$ cat config.mk
export PLATFORM = sky130hd
export DESIGN_NAME = add16_core
export DESIGN_NICKNAME = d
export VERILOG_FILES = /design/src/rtl/add16_pkg.sv /design/src/rtl/add16_bit_cell.sv /design/src/rtl/add16_core.sv
export SDC_FILE = /design/constraint.sdc
export NUM_CORES = 1
export LEC_CHECK = 0
export ABC_AREA = 1
export CORE_ASPECT_RATIO = 0.75
export CORE_MARGIN = 2
export CORE_UTILIZATION = 38
export DETAILED_ROUTE_END_ITERATION = 7
export PLACE_DENSITY = 0.83
export SLEW_MARGIN = 20
export SYNTH_ARGS = -nofsm -noshare
export SYNTH_HDL_FRONTEND = slang
export SYNTH_HIERARCHICAL = 1
export SYNTH_SLANG_ARGS = --single-unit
$ cat constraint.sdc
create_clock -name clk -period 0.8 [get_ports clk]
set_input_delay 0.16 -clock clk [delete_from_list [all_inputs] [get_ports clk]]
set_output_delay 0.16 -clock clk [all_outputs]
set_load 0.005 [all_outputs]
$ cat src/rtl/add16_pkg.sv
// add16_pkg: shared width, word type, extreme constants and the signed
// overflow helper for the add16 datapath.
package add16_pkg;

  localparam int ADD_W = 16;

  typedef logic signed [15:0] word_t;

  localparam word_t WORD_MAX = 16'sh7FFF;
  localparam word_t WORD_MIN = 16'sh8000;

  // Two same-sign operands whose sum flips sign have overflowed.
  function automatic logic ovf_f(input logic a_msb, input logic b_msb, input logic s_msb);
    return (a_msb == b_msb) && (s_msb != a_msb);
  endfunction

endpackage

$ cat src/rtl/add16_bit_cell.sv
// add16_bit_cell: one ripple-carry cell. HALF=1 gives a half adder (the
// carry-in is ignored). HALF=0 gives a full adder with majority carry.
module add16_bit_cell #(
  parameter bit HALF = 1'b0
) (
  input  logic x_i,
  input  logic y_i,
  input  logic z_i,
  output logic s_o,
  output logic c_o
);

  logic z_eff_s;

  // A half cell behaves as a full cell whose carry-in is forced to zero.
  always_comb begin
    z_eff_s = 1'b0;
    if (HALF) begin
      z_eff_s = 1'b0;
    end else begin
      z_eff_s = z_i;
    end
    s_o = x_i ^ y_i ^ z_eff_s;
    c_o = (x_i & y_i) | (x_i & z_eff_s) | (y_i & z_eff_s);
  end

endmodule

$ cat src/rtl/add16_core.sv
// add16_core: registered 16-bit wrapping adder built from a ripple chain of
// add16_bit_cell instances, with a one-cycle valid strobe.
// Build option: define ADD16_CORE_FLAGS_EN to compute and register carry_o
// and ovf_o; otherwise both ports are constant 0 and have no flops.
module add16_core
  import add16_pkg::*;
#(
  parameter int WIDTH = ADD_W
) (
  input  logic             clk,
  input  logic             rst_n,
  input  logic             in_valid,
  input  logic [WIDTH-1:0] a_i,
  input  logic [WIDTH-1:0] b_i,
  output logic [WIDTH-1:0] sum_o,
  output logic             out_valid,
  output logic             carry_o,
  output logic             ovf_o
);

  if (WIDTH != ADD_W) begin : g_width_chk
    $error("add16_core: only WIDTH=16 is supported");
  end

  logic [WIDTH-1:0] sum_s;
  logic [WIDTH-1:0] sum_d, sum_q;
  logic             valid_d, valid_q;

  // Each carry lives in its own generate scope so the chain is a plain
  // sequence of separate nets rather than a self-referencing vector.
  for (genvar i = 0; i < WIDTH; i++) begin : g_bit
    logic c_s;
    if (i == 0) begin : g_lsb
      add16_bit_cell #(.HALF(1'b1)) u_cell (
        .x_i (a_i[i]),
        .y_i (b_i[i]),
        .z_i (1'b0),
        .s_o (sum_s[i]),
        .c_o (c_s)
      );
    end else begin : g_upper
      add16_bit_cell #(.HALF(1'b0)) u_cell (
        .x_i (a_i[i]),
        .y_i (b_i[i]),
        .z_i (g_bit[i-1].c_s),
        .s_o (sum_s[i]),
        .c_o (c_s)
      );
    end
  end

  // Load a new sum only on valid operands; idle cycles keep the old result
  // so unknown operands never reach the outputs.
  always_comb begin
    sum_d   = sum_q;
    valid_d = 1'b0;
    if (in_valid) begin
      sum_d   = sum_s;
      valid_d = 1'b1;
    end else begin
      sum_d   = sum_q;
      valid_d = 1'b0;
    end
  end

  // Result and strobe registers; reset clears them without a clock.
  always_ff @(posedge clk or negedge rst_n) begin
    if (!rst_n) begin
      sum_q   <= {WIDTH{1'b0}};
      valid_q <= 1'b0;
    end else begin
      sum_q   <= sum_d;
      valid_q <= valid_d;
    end
  end

  assign sum_o     = sum_q;
  assign out_valid = valid_q;

`ifdef ADD16_CORE_FLAGS_EN
  logic carry_d, carry_q;
  logic ovf_d, ovf_q;

  // Flags follow the same load/hold rule as the sum.
  always_comb begin
    carry_d = carry_q;
    ovf_d   = ovf_q;
    if (in_valid) begin
      carry_d = g_bit[WIDTH-1].c_s;
      ovf_d   = ovf_f(a_i[WIDTH-1], b_i[WIDTH-1], sum_s[WIDTH-1]);
    end else begin
      carry_d = carry_q;
      ovf_d   = ovf_q;
    end
  end

  // Flag registers, cleared by reset together with the sum.
  always_ff @(posedge clk or negedge rst_n) begin
    if (!rst_n) begin
      carry_q <= 1'b0;
      ovf_q   <= 1'b0;
    end else begin
      carry_q <= carry_d;
      ovf_q   <= ovf_d;
    end
  end

  assign carry_o = carry_q;
  assign ovf_o   = ovf_q;
`else
  logic unused_carry_s;
  assign unused_carry_s = g_bit[WIDTH-1].c_s;

  assign carry_o = 1'b0;
  assign ovf_o   = 1'b0;
`endif

endmodule

==> summary.md <==
| Metric | Value |
|---|---|
| Status | complete, but fails checks |
| Failing checks | negative setup slack |
| DR vias | 809 |
| Sinks on Clock Net | 17 |
| VDD IR-drop max | 0.873 mV |
| CTS tree | yes |
| RSZ-0062 raised after global routing | true |
| Crit. End Element | flop |
| DRT antenna net count | 0 |
| Wirelength, routed | 2.22 mm |
| CP startpoint kind | primary input |
| ANT cells | 0 |
| Vias per cell | 4.21 |
| Post-synthesis mux area share | 0% |
| Area leader, netlist | dfrtp_1 |
| Sum Neg Setup Slack | -40.09 ns |
| Post-layout util | 64.2% |
| Initial DRC count | 15 |
| Number of enable flip-flop cells after synthesis | 0 |
| Post-Synth Adder-Cell Area | 31.3% |
| Critical path arrival | 5.89 ns |
| Clk slew on worst S/H paths | 0.10 ns |
| Synth area leaders | dfrtp_1 (43%), fa_1 (30%), nand2_1 (16%) |
| Synth warnings | 6 |
| CP Class | in2reg |
| GPL Wtd Cong | 0.662 |
| Max-cap viol count | 0 |
| Clock Latency Late Sink | 0.28 ns |
| Most frequent CP cell | fa_2 |
| Core area | 0.00256 mm^2 |
| Critical path's largest stage delay | 0.44 ns |
| HPWL Detailed | 1.77 mm |
| Std cell rows | 16 |
| FF-to-FF setup slack | -0.13 ns |
| Share of the synthesized area in the top cell type | 42.5% |
| Clk buf depth | 2 |
| Final Hold Vio Count | 0 |
| FMAX | 0.175 GHz |
| Async SR Flop Fraction | 100% |
| Final setup vio count | 32 |
| Filler Cell Count | 226 |
| Register area share after synthesis | 42.5% |
| Global-route wire length before repair | 3.83 mm |
| Initial antenna violation count | 0 |
| Area grow syn2layout | 64.3% |
| 1st-pass router iterations | 4 |
| CP max stage cell | fa_1 |
| Synth Area in Simple Gates | 19.2% |
| Routed length per placed instance | 11.6 um |
| Post-layout min period | 5.70 ns |
| GR Overflow Total | 0 |
| Root Buffer | clkbuf_4 |
| Total track usage | 16.2% |
| Die width | 63.3 um |
| CP Cell Sequence | buf_6, ha_4, fa_2, fa_2, fa_2, fa_2, fa_2, fa_2, fa_2, fa_2, fa_2, fa_2, fa_2, fa_2, fa_2, fa_2, fa_1, nand2_1, nand2_1 |
| Vias in the first global route | 905 |
| Synth cell types | 10 |
| Final Max Tran Viols | 0 |
| Most common cell in the netlist | nand2_1 |
| Number of levels in the clock H-tree | 1 |
| FF+latch count, synth | 17 |
| CTS buffer count | 3 |
| Initial Util | 39.1% |
| Xor/xnor share of the synthesized area | 0% |
| Number of buffers added on ports | 51 |
| Compound-Gate Fraction of Synth Area | 0% |
| Cell count after synthesis | 88 |
| Synthesized cell area | 0.00100 mm^2 |
| Largest net degree at the start of global routing | 18 |
| Min-delay worst type | in2async |
| Max FO, Critical Path | 1 |
| Leakage | 0.790 nW |
| Die area | 0.00306 mm^2 |
| Nets@finish | 208 |
| Largest family of logic cells by synthesized area | adder cells |
| Most frequent cells after synthesis | nand2_1 (43), dfrtp_1 (17), fa_1 (15) |
| Share of cells above drive strength 1 | 39.1% |
| PD cells | 1530 mW/mm^2 |
| Die Y | 48.4 um |
| Post-synth top flop | dfrtp_1 |
| Syn avg cell area | 11.4 um^2 |
| Worst Skew | 0 ns |
| Critical Path RT | 0.99 ns |
| Final cycle utilization of the critical path | 713% |
| I/O Pins | 54 |
| Hold-fix buffers, CTS | 0 |
| Final setup margin | -4.90 ns |
| # DRC | 0 |
[cells by family after synthesis]
group	Yosys count
other	1
and+or+nand+nor	48
buffers and inverters	6
adders and majority gates	16
DFF	17
[worst max-delay path, delay by kind of cell]
family / cells / cell delay, ns
fa+ha+maj: 16 / 5.52
simple gates: 2 / 0.13
buf+inv: 1 / 0.10
[sequential cells by signal (all words and copies together), names as in the netlist]
signal and flops:
sum_o 16, out_valid 1
[path summary, 6_finish.rpt]
| check | startpoint | end | depth (start not counted) |
|---|---|---|---|
| max | a_i[0] | sum_o[15] | 19 |
| min | rst_n | sum_o[1] | 2 |
| max reg2reg | sum_o[4] | sum_o[4] | 5 |
| min reg2reg | sum_o[1] | sum_o[1] | 2 |
| max in group asynchronous | rst_n | out_valid | 2 |
| min in group clk | b_i[0] | sum_o[0] | 4 |
[per-layer routing]
layer	vias to the layer above	global-route usage, %	part of all wire [%]
met3	2	6.98	8.4
met2	33	29.8	55
met4	0	4.71	0.54
met1	382	16.9	36
li1	392	-	-
met5	-	0	0
[stage by stage]
| stage | hold slack [ns] | total power, mW | cell area, um^2 | setup slack [ns] | std cells |
|---|---|---|---|---|---|
| CTS | 0.179 | 2.51 | 1610 | -4.94 | 188 |
| finish | 0.185 | 2.52 | 1640 | -4.90 | 192 |
| floorplan | -0.136 | 1.44 | 1050 | -4.88 | 89 |
| detailed placement | 0.465 | 2.11 | 1630 | -5.54 | 178 |
| global placement | 0.458 | 2.07 | 1630 | -5.47 | 178 |
| global route | 0.177 | 2.73 | 1640 | -5.00 | 192 |
[power breakdown]
| part | switching [mW] | total (mW) | internal (mW) |
|---|---|---|---|
| sequential | 0.0722 | 1.08 | 1.01 |
| combinational | 0.394 | 0.985 | 0.591 |
| clock | 0.274 | 0.460 | 0.186 |
| total | 0.740 | 2.52 | 1.78 |
[final cells by class]
type	count	area (um^2)	area share, %
Multi-Input combinational cell	66	561	34.1
Clock buffer	3	22.5	1.37
Tap cell	36	45.0	2.74
Sequential cell	17	425	25.9
Timing Repair Buffer	68	577	35.1
Inverter	1	8.76	0.533
Clock inverter	1	5.00	0.304
[timing repair]
item / CTS / global route
pin swaps: 5 / 2
gates resized for setup: 81 / 0
buffers inserted: 6 / 4
endpoints found under the setup margin: 33 / 32
[cells in the final DEF, fill, tap and decap left out]
cell             synthesis  routed
buf_2                    0      17
clkdlybuf4s50_1          0      29
ha_4                     0       1
inv_6                    1       1
fa_1                    15       1
buf_4                    2      15
conb_1                   1       2
nand2_1                 43      43
dlygate4sd2_1            0       3
nand2_2                  5       5
buf_12                   1       2
clkinv_2                 0       1
fa_2                     0      14
dfrtp_1                 17      17
buf_6                    2       2
clkbuf_4                 0       3
(Power assumes the default switching activity.)
